File: config.mk
export PLATFORM = sky130hd
export DESIGN_NAME = lane_result_filter
export DESIGN_NICKNAME = d
export VERILOG_FILES = /design/src/rtl/lane_result_filter.sv
export SDC_FILE = /design/constraint.sdc
export NUM_CORES = 1
export LEC_CHECK = 0
export CAP_MARGIN = 20
export CORE_MARGIN = 5
export CORE_UTILIZATION = 60
export DETAILED_ROUTE_END_ITERATION = 8
export PLACE_DENSITY = 0.79
export SYNTH_ARGS = -nofsm -noshare
export SYNTH_HDL_FRONTEND = slang
export SYNTH_SLANG_ARGS = --single-unit
export TNS_END_PERCENT = 1
File: constraint.sdc
create_clock -name clk -period 5.2 [get_ports clk]
set_input_delay 0.52 -clock clk [delete_from_list [all_inputs] [get_ports clk]]
set_output_delay 0.52 -clock clk [all_outputs]
set_load 0.02 [all_outputs]
File: src/rtl/lane_result_filter.sv
`default_nettype none
// +---------------------------------------------------------------------------+
// | lane_result_filter: moving average, scale and saturate of CNN lane results |
// | Optional lane-loss timeout: LANE_FILTER_TIMEOUT_EN.            Rev 1.0     |
// +---------------------------------------------------------------------------+
module lane_result_filter #(
  parameter int AVG_DEPTH      = 4,
  parameter int OUT_SHIFT      = 16,
  parameter int TIMEOUT_CYCLES = 1000000
) (
  input  logic               clk,
  input  logic               rst,
  input  logic               i_result_valid,
  input  logic signed [47:0] i_result_data,
  output logic               o_steer_valid,
  input  logic               i_steer_ready,
  output logic signed [15:0] o_steer_data,
  output logic               o_overrun,
  output logic               o_lane_lost,
  output logic        [15:0] o_frame_count
);

  localparam int c_log2_depth = $clog2(AVG_DEPTH);
  localparam int c_sum_w      = 48 + c_log2_depth;
  localparam logic [c_log2_depth-1:0] c_ptr_last = c_log2_depth'(AVG_DEPTH - 1);

  typedef enum logic [0:0] {
    S_EMPTY = 1'b0,
    S_RUN   = 1'b1
  } state_t;

  state_t                    r_state;
  logic signed [47:0]        r_hist [AVG_DEPTH];
  logic [c_log2_depth-1:0]   r_ptr;
  logic signed [c_sum_w-1:0] r_sum;
  logic                      r_sum_vld;
  logic                      r_steer_valid;
  logic signed [15:0]        r_steer_data;
  logic                      r_overrun;
  logic [15:0]               r_frame_count;

  logic signed [c_sum_w-1:0] w_new_ext;
  logic signed [c_sum_w-1:0] w_old_ext;
  logic signed [c_sum_w-1:0] w_warm_sum;
  logic signed [47:0]        w_avg;
  logic signed [47:0]        w_scaled;
  logic signed [15:0]        w_sat;
  logic                      w_timeout;

  assign w_new_ext  = {{c_log2_depth{i_result_data[47]}}, i_result_data};
  assign w_old_ext  = {{c_log2_depth{r_hist[r_ptr][47]}}, r_hist[r_ptr]};
  assign w_warm_sum = {i_result_data, {c_log2_depth{1'b0}}};

  // Dropping the low log2 bits of the sum is the arithmetic divide by depth.
  assign w_avg    = r_sum[c_sum_w-1:c_log2_depth];
  assign w_scaled = w_avg >>> OUT_SHIFT;

  always_comb begin
    w_sat = w_scaled[15:0];
    if (w_scaled > 48'sd32767) begin
      w_sat = 16'sh7fff;
    end else if (w_scaled < -48'sd32768) begin
      w_sat = 16'sh8000;
    end
  end

  always_ff @(posedge clk) begin
    if (rst) begin
      r_state       <= S_EMPTY;
      r_ptr         <= '0;
      r_sum         <= '0;
      r_sum_vld     <= 1'b0;
      r_steer_valid <= 1'b0;
      r_steer_data  <= '0;
      r_overrun     <= 1'b0;
      r_frame_count <= '0;
      for (int k = 0; k < AVG_DEPTH; k++) begin
        r_hist[k] <= '0;
      end
    end else begin
      r_sum_vld <= 1'b0;
      r_overrun <= 1'b0;

      if (i_result_valid) begin
        r_frame_count <= r_frame_count + 16'd1;
        r_sum_vld     <= 1'b1;
        if (r_state == S_EMPTY) begin
          for (int k = 0; k < AVG_DEPTH; k++) begin
            r_hist[k] <= i_result_data;
          end
          r_sum   <= w_warm_sum;
          r_ptr   <= '0;
          r_state <= S_RUN;
        end else begin
          r_hist[r_ptr] <= i_result_data;
          r_sum         <= r_sum + w_new_ext - w_old_ext;
          r_ptr         <= (r_ptr == c_ptr_last) ? '0 : r_ptr + 1'b1;
        end
      end else if (w_timeout) begin
        // Stale history is dropped; the next sample warm-starts the window.
        r_state <= S_EMPTY;
        r_sum   <= '0;
        r_ptr   <= '0;
      end

      if (r_sum_vld) begin
        r_steer_valid <= 1'b1;
        r_steer_data  <= w_sat;
        r_overrun     <= r_steer_valid && !i_steer_ready;
      end else if (r_steer_valid && i_steer_ready) begin
        r_steer_valid <= 1'b0;
      end
    end
  end

`ifdef LANE_FILTER_TIMEOUT_EN
  localparam int c_to_w = $clog2(TIMEOUT_CYCLES + 1);
  localparam logic [c_to_w-1:0] c_to_last = c_to_w'(TIMEOUT_CYCLES - 1);

  logic [c_to_w-1:0] r_to_cnt;
  logic              r_lane_lost;

  assign w_timeout = (r_state == S_RUN) && !i_result_valid && (r_to_cnt == c_to_last);

  always_ff @(posedge clk) begin
    if (rst) begin
      r_to_cnt    <= '0;
      r_lane_lost <= 1'b0;
    end else if (i_result_valid) begin
      r_to_cnt    <= '0;
      r_lane_lost <= 1'b0;
    end else if (r_state == S_RUN) begin
      if (w_timeout) begin
        r_to_cnt    <= '0;
        r_lane_lost <= 1'b1;
      end else begin
        r_to_cnt <= r_to_cnt + 1'b1;
      end
    end
  end

  assign o_lane_lost = r_lane_lost;
`else
  logic w_unused_timeout;
  assign w_unused_timeout = ^TIMEOUT_CYCLES;
  assign w_timeout        = 1'b0;
  assign o_lane_lost      = 1'b0;
`endif

  assign o_steer_valid = r_steer_valid;
  assign o_steer_data  = r_steer_data;
  assign o_overrun     = r_overrun;
  assign o_frame_count = r_frame_count;

endmodule
`default_nettype wire

==> metrics, run 1 <==
outcome=completed; clock sinks=282; total number of vias=11900; Logic pwr share=33.9%; I/O pins=87; Worst Hold Depth=2; Register-to-Register Path Depth=15; TritonCTS buffer count=29; dominant synthesized flop cell=edfxtp_1; TritonCTS clock tree=built; Final Max Slew Viols=0; RSZ-0062 raised after global routing=no; most frequent cells in the layout=inv_1, and3_1, edfxtp_1, dfxtp_1, a21oi_1; post-CTS setup buffer count=0; Final min period=4430 ps; drt drc=0; worst setup path end=r_sum[48]; root buf cell=clkbuf_16; total power=7.01 mW; Sequential Power Share=38.2%; worst skew pair latency=560 ps; routing usage on met1=35.1%; switch share=33.6%; CTS resizes=0; total net switching power=2.35 mW; ANT cells=0; GRT overflow=0; crit path cell chain=buf_12 -> mux4_2 -> fa_1 -> inv_1 -> ha_1 -> a21oi_1 -> o21ai_0 -> a21oi_1 -> a31oi_1 -> o21ai_1 -> nor3_1 -> o22ai_1 -> o31ai_1 -> xnor2_1 -> o22ai_1; Worst Path Class, Setup=reg -> reg; Die ar.=0.0311 sq mm; Setup TNS=0 ps; first-pass GRT wire length=63800 um; drt pass-1 iters=5; post-synth cell types=67; pwr dens=379 mW/mm^2; startpoint type of the worst setup path=flip-flop; data required time of the critical path=5600 ps; Syn-to-layout area delta=11.4%; Warnings, synthesis=0; Slew Limit Headroom=37.8%; Setup violations, final=0; Clock Skew=20.7 ps; Die Y=176 um; Port Buffer Count=85; antenna-violating nets left=0; reg2reg setup slack=770 ps; crit share post-route=85.1%; Hold Vio Cnt, Final=0; Achievable Freq=0.226 GHz; Crit Reg-Reg Endpoint=r_sum[48]; Max clock buf depth=3; H-tree depth=1; ys async rst share=0%; largest net degree at the start of global routing=85; Worst Hold Class=in -> reg; Int Pwr=4.66 mW; Crit path largest cell delay=540 ps; share of post-route cells with drive strength above 1=8.26%; Die X=176 um; Setup WS pre-CTS=721 ps; synthesized flop and latch total=282; slew at the pin with the worst max-slew slack=934 ps; Initial Util=61.2%; Via density=6.03; gr busiest metal=met2; leakage=8.13 nW; Final Worst Setup Slack=773 ps; final WL=39500 um; RD Place Congestion=0.924; Mapped Nets=1709; hpwl dp=25900 um; initial antenna violation count=0; most common cell after layout, fill and taps aside=inv_1; core area=0.0271 sq mm; CP arrival=4830 ps; Clk network pwr share=27.9%; max cap viols=0; number of synthesized flops with an enable pin=192; met3 usage=4.48%; CP Capture Type=flip-flop; CTS clk-pin slew, worst paths=60 ps; critical path's slowest cell=mux4_2; Hold-fix buffers, CTS=0; Layout Utilization=68.2%; Mapped Cells=1552; Synth Area per Inst=10.7 sq um; met2 Usage GRT=42.6%; final-layout fill cell count=2028; Tot GR Track Use=25.5%; crit-path max FO=21; Peak VDD IR=0.278 mV; Synth Cell Area=0.0166 sq mm; Row Count=60; DR WL/cell=20.1 um; register area share after synthesis=45.6%; number of global-route vias before repair=12000; nets=1732; Initial DRC Count=1182
[cell families (layout without fill, tap and decap cells)]
group | Yosys count | after routing | synth area share [%]
and+or+nand+nor | 437 | 437 | 14.5
buffers and inverters | 314 | 360 | 7.62
other | 1 | 1 | 0.0226
DFF | 282 | 282 | 45.6
xor gates and xnor gates | 60 | 60 | 3.17
adders and majority gates | 105 | 105 | 10.1
muxes | 72 | 72 | 7.96
AOI/OAI and AO/OA | 281 | 281 | 11.0
[stage by stage]
stage               instance area [sq um]  hold slack [ps]  cells
floorplan                           16600              453   1552
global placement                    17600              454   1916
detailed placement                  17600              459   1916
CTS                                 18500              331   1970
global route                        18500              345   1970
finish                              18500              342   1970
[synth_stat cells (24+ instances only)]
| master | instances | share of area [%] |
|---|---|---|
| a21o_1 | 32 | 1.4 |
| a21oi_1 | 86 | 2.6 |
| and3_1 | 200 | 7.5 |
| clkbuf_1 | 85 | 1.9 |
| dfxtp_1 | 90 | 11 |
| edfxtp_1 | 192 | 35 |
| fa_1 | 49 | 5.9 |
| ha_1 | 56 | 4.2 |
| inv_1 | 202 | 4.6 |
| mux2i_1 | 24 | 1.4 |
| mux4_2 | 48 | 6.5 |
| nand2_1 | 36 | 0.81 |
| nand2b_1 | 24 | 0.90 |
| nand4_1 | 25 | 0.94 |
| nor2_1 | 82 | 1.9 |
| o21ai_0 | 51 | 1.5 |
| xnor2_1 | 36 | 1.9 |
| xor2_1 | 24 | 1.3 |
[how the worst min path moves through the flow]
stage	slack [ps]	to	start
floorplan	450	r_sum[11]	r_sum[11]
global placement	450	o_steer_data[11]	o_steer_data[11]
detailed placement	460	o_steer_data[8]	o_steer_data[8]
CTS	330	o_frame_count[8]	rst
global route	350	o_frame_count[12]	rst
finish	340	o_frame_count[4]	rst
[power groups by stage]
stage	registers, mW	logic [mW]	clock network, mW
after floorplan	2.71	1.78	0
after global placement	2.71	2.32	0
after detailed placement	2.72	2.34	0
after CTS	2.68	2.36	1.99
after global routing	2.69	2.62	2.09
final	2.68	2.38	1.96
[layout make-up]
class	count	area (sq um)	area share, %
multi-input cells	956	7780	42.1
flip-flops and latches	282	7570	41.0
repair buffers	104	1010	5.48
clock buffers	37	776	4.20
inverters	202	758	4.10
well taps	372	465	2.52
clock inverters	17	110	0.596
[registers in the layout (all words and copies together), names as in the netlist, named ones only]
| name | count |
|---|---|
| r_hist | 192 |
| r_ptr | 2 |
| r_sum_vld | 1 |
| r_sum | 50 |
| o_steer_valid | 1 |
| o_frame_count | 16 |
| r_state | 1 |
| o_overrun | 1 |
| o_steer_data | 16 |
[worst max-delay path, delay by kind of cell (launching register included)]
kind | cells | cell delay [ps]
adders and majority gates | 2 | 910
xor gates and xnor gates | 1 | 190
buffers and inverters | 2 | 290
muxes | 1 | 540
and+or+nand+nor | 1 | 80
DFF | 1 | 480
AOI/OAI and AO/OA | 8 | 1770
[layer usage]
metal,routed length (um),up-vias
met3,2990,69
met4,908,0
met5,0,-
met1,16800,5775
met2,18800,463
li1,-,5570
Note: power is estimated with default switching activity, not from simulation.
==> run 2, diff against run 1 <==
- MAX_ROUTING_LAYER: unset -> met4
==> run 2 against run 1 <==
Sequential power is essentially flat. Critical path depth did not move. Highest routed layer unchanged. Clock-buffer cell count increased by 15. Flip-flop and latch count stayed put. Non-clock buffer count is 2 higher. Cell count is 0.25% higher. Design area rose by 1.0%. First-iteration DRC count is 10% higher. Power is 4.7% higher.
==> metrics, run 2 (synthesis gave the netlist of run 1 again) <==
outcome=completed; Achievable Freq=0.222 GHz; Initial DRC Count=1302; clock sinks=282; drt drc=0; post-CTS setup buffer count=0; switch share=32.7%; total net switching power=2.40 mW; share of post-route cells with drive strength above 1=8.68%; most frequent cells in the layout=inv_1, and3_1, edfxtp_1, dfxtp_1, a21oi_1; largest net degree at the start of global routing=88; RD Place Congestion=0.941; hpwl dp=26400 um; Largest register FFs=192; met3 usage=3.08%; gr busiest metal=met2; crit-path max FO=17; root buf cell=clkbuf_16; Buffers & Inverters on Critical Path=2; pwr dens=393 mW/mm^2; nets=1735; Hold Vio Cnt, Final=0; number of global-route vias before repair=12300; H-tree depth=1; Hold EP=o_steer_data[5]; most common cell after layout, fill and taps aside=inv_1; Worst Hold Class=reg -> reg; Setup WS pre-CTS=674 ps; Peak VDD IR=0.307 mV; first-pass GRT wire length=66100 um; leakage=8.22 nW; Max clock buf depth=3; total number of vias=11900; Die Y=176 um; Via density=6.05; final-layout fill cell count=2059; Top reg by flops=r_hist; Finished Layout Cells=1975; reg2reg setup slack=690 ps; Row Count=60; Clock Skew=15.7 ps; Tot GR Track Use=27.3%; Layout Utilization=68.9%; TritonCTS clock tree=built; Hold-fix buffers, CTS=0; Worst Path Class, Setup=reg -> reg; Die ar.=0.0311 sq mm; Final min period=4510 ps; Setup TNS=0 ps; Final Max Slew Viols=0; worst skew pair latency=560 ps; final WL=40500 um; CTS clk-pin slew, worst paths=60 ps; Final Worst Setup Slack=692 ps; met2 Usage GRT=44.8%; slew at the pin with the worst max-slew slack=1020 ps; Sequential Power Share=36.5%; worst hold start=o_steer_data[5]; GRT overflow=0; initial antenna violation count=1; I/O pins=87; Slew Limit Headroom=32.1%; Setup violations, final=0; DR WL/cell=20.5 um; core area=0.0271 sq mm; CP arrival=4980 ps; Register-to-Register Path Depth=15; data required time of the critical path=5670 ps; Initial Util=61.2%; biggest regs=r_hist x192, r_sum x50; CP most frequent cell=a21oi_1; routing usage on met1=36.6%; Placed Cells=1918; CTS resizes=0; Clk network pwr share=31.0%; Syn-to-layout area delta=12.5%; Worst Hold Depth=2; crit path cell chain=buf_4 -> mux4_2 -> fa_1 -> inv_1 -> ha_1 -> a21oi_1 -> o21ai_0 -> a21oi_1 -> a31oi_1 -> o21ai_1 -> nor3_1 -> o22ai_1 -> xnor2_1 -> mux2i_1 -> a211oi_1; antenna-violating nets left=0; crit share post-route=86.7%; Int Pwr=4.94 mW; drt pass-1 iters=5; max cap viols=0; critical path's slowest cell=dfxtp_2; Crit path largest cell delay=550 ps; Crit Reg-Reg Endpoint=r_sum[40]; CP Capture Type=flip-flop; Logic pwr share=32.5%; RSZ-0062 raised after global routing=no; CP top delay family=compound AO/OA/AOI/OAI gates; startpoint type of the worst setup path=flip-flop; critical path depth=15; Port Buffer Count=85; Die X=176 um; TritonCTS buffer count=30
[run 2: cell type report]
cell class / instances / area [sq um] / area share (%)
diodes: 1 / 2.50 / 0.0134
clock buffers: 52 / 1020 / 5.47
clock inverters: 4 / 48.8 / 0.261
inverters: 202 / 758 / 4.06
multi-input cells: 956 / 7780 / 41.7
flip-flops and latches: 282 / 7570 / 40.6
well taps: 372 / 465 / 2.49
repair buffers: 106 / 1020 / 5.44
[run 2: metal layers]
layer,part of all wire (%),vias to the layer above
met5,0,-
met4,2.2,0
met3,6.2,59
met2,50,406
met1,42,5892
li1,-,5582
[run 2: per-stage QoR]
step	hold WS [ps]	cell area [sq um]	power (mW)
floorplan	453	16600	4.49
global placement	455	17600	5.03
detailed placement	458	17600	5.06
CTS	467	18700	7.35
global route	494	18700	7.73
finish	467	18700	7.34
[run 2: worst max-delay path by stage]
stage | start | endpoint | slack (ps)
after floorplan | flip-flop | r_sum[49] | 700
after global placement | i_result_data[1] | r_sum[40] | 800
after detailed placement | i_result_data[1] | r_sum[46] | 670
after CTS | flip-flop | r_sum[40] | 780
after global routing | flip-flop | r_sum[40] | 460
final | flip-flop | r_sum[40] | 690
[run 2: tightest hold or removal path: stages (launching register included)]
cell and delay, ps:
dfxtp_1 310, nand2b_1 60, a21oi_1 50
[run 2: power by group through the flow]
stage          registers [mW]  clock network, mW  logic (mW)
6_report                 2.68               2.28        2.39
5_1_grt                  2.70               2.40        2.63
4_1_cts                  2.68               2.30        2.36
3_5_place_dp             2.73                  0        2.34
3_3_place_gp             2.71                  0        2.32
2_1_floorplan            2.71                  0        1.78
==> run 3, diff against run 2 <==
- REMOVE_ABC_BUFFERS: unset -> 1
==> run 3 against run 2 <==
Sequential share of layout area is 0.22 points higher. Cell count is 0.15% lower. Sequential power hardly changed. Hold slack worse by 1.1 ps. Power is 2.9% lower. Routed wire length is 2.5% lower. Die area stayed put. Critical path type unchanged. Critical endpoint unchanged. Highest routed layer unchanged.
==> metrics, run 3 (synthesis gave the netlist of run 1 again) <==
TritonCTS clock tree=built; Placed Area=0.0176 sq mm; max cap viols=0; RD Place Congestion=0.949; share of post-route cells with drive strength above 1=8.44%; total number of vias=11900; pwr dens=384 mW/mm^2; startpoint type of the worst setup path=flip-flop; WHS=466 ps; drt pass-1 iters=5; Setup WS pre-CTS=685 ps; DR WL met2=18900 um; drt drc=0; Syn-to-layout area delta=11.9%; final WL=39500 um; RSZ-0062 raised after global routing=no; Tot GR Track Use=26.4%; CTS clk-pin slew, worst paths=60 ps; outcome=completed; most common cell after layout, fill and taps aside=inv_1; hpwl dp=25800 um; crit-path max FO=11; Via density=6.04; slew at the pin with the worst max-slew slack=1020 ps; Setup violations, final=0; leakage=8.18 nW; nets=1735; Clock Skew=9.67 ps; CP arrival=5000 ps; Die ar.=0.0311 sq mm; GRT overflow=0; reg2reg setup slack=660 ps; Initial DRC Count=1191; finished layout cell area=0.0186 sq mm; Register-to-Register Path Depth=15; largest net degree at the start of global routing=109; most frequent cells in the layout=inv_1, and3_1, edfxtp_1, dfxtp_1, a21oi_1; Finished Layout Cells=1972; Worst Hold Class=reg -> reg; biggest regs=r_hist x192, r_sum x50; antenna-violating nets left=0; clock sinks=282; worst skew pair latency=550 ps; initial antenna violation count=0; TritonCTS buffer count=29; CTS resizes=0; number of global-route vias before repair=12100; DR WL/cell=20.0 um; Max clock buf depth=3; Largest register FFs=192; Final Max Slew Viols=0; data required time of the critical path=5660 ps; met3 wire length=2880 um; Final Worst Setup Slack=658 ps; core area=0.0271 sq mm; Die X=176 um; Hold-fix buffers, CTS=0; Worst Hold Depth=2; I/O pins=87; Slew Limit Headroom=32.1%; Hold Vio Cnt, Final=0; first-pass GRT wire length=64600 um; root buf cell=clkbuf_16; Final min period=4540 ps; Peak VDD IR=0.224 mV; worst setup path end=r_sum[40]; DRT met1 WL=17000 um; post-CTS setup buffer count=0; H-tree depth=1; Initial Util=61.2%; Worst Path Class, Setup=reg -> reg; Port Buffer Count=85; CP Capture Type=flip-flop; Top reg by flops=r_hist; Placed Cells=1918; crit share post-route=87.3%; ANT cells=0; Setup TNS=0 ps; Crit Reg-Reg Endpoint=r_sum[40]; Top Metal Used=met4; Row Count=60; Die Y=176 um; total power=7.13 mW; Layout Utilization=68.5%; Achievable Freq=0.220 GHz
[run 3: cell type report]
class                   count  area, sq um
inverters                 202          758
well taps                 372          465
multi-input cells         956         7780
fillers                  1987         8530
clock buffers              42          825
clock inverters            11          134
flip-flops and latches    282         7570
repair buffers            107         1040
[run 3: worst min path at each step]
stage | startpoint | end | slack, ps
final | o_steer_data[4] | o_steer_data[4] | 470
after global routing | rst | r_sum[0] | 470
after CTS | rst | r_state | 450
after detailed placement | o_steer_data[11] | o_steer_data[11] | 460
after global placement | o_steer_data[6] | o_steer_data[6] | 450
after floorplan | r_sum[11] | r_sum[11] | 450
[run 3: power by group]
part	total (mW)	internal [mW]	switching, mW
logic	2.35	0.968	1.38
clock network	2.10	1.24	0.856
registers	2.68	2.59	0.0930
total	7.13	4.80	2.33
[run 3: metal layers]
metal  vias up  GRT usage [%]
met1      5820           36.6
met3        48           3.28
met5         -              -
li1       5580              -
met4         0           5.52
met2       456           42.7
[run 3: worst max-delay path, cell delays in order (launching register included)]
cell      delay [ps]
dfxtp_4          500
buf_4            280
mux4_2           540
fa_1             500
inv_1             40
ha_1             390
a21oi_1          250
o21ai_0          210
a21oi_1          240
a31oi_1          160
o21ai_1          350
nor3_1            90
o22ai_1          370
xnor2_1          170
mux2i_1           90
a211oi_1         250
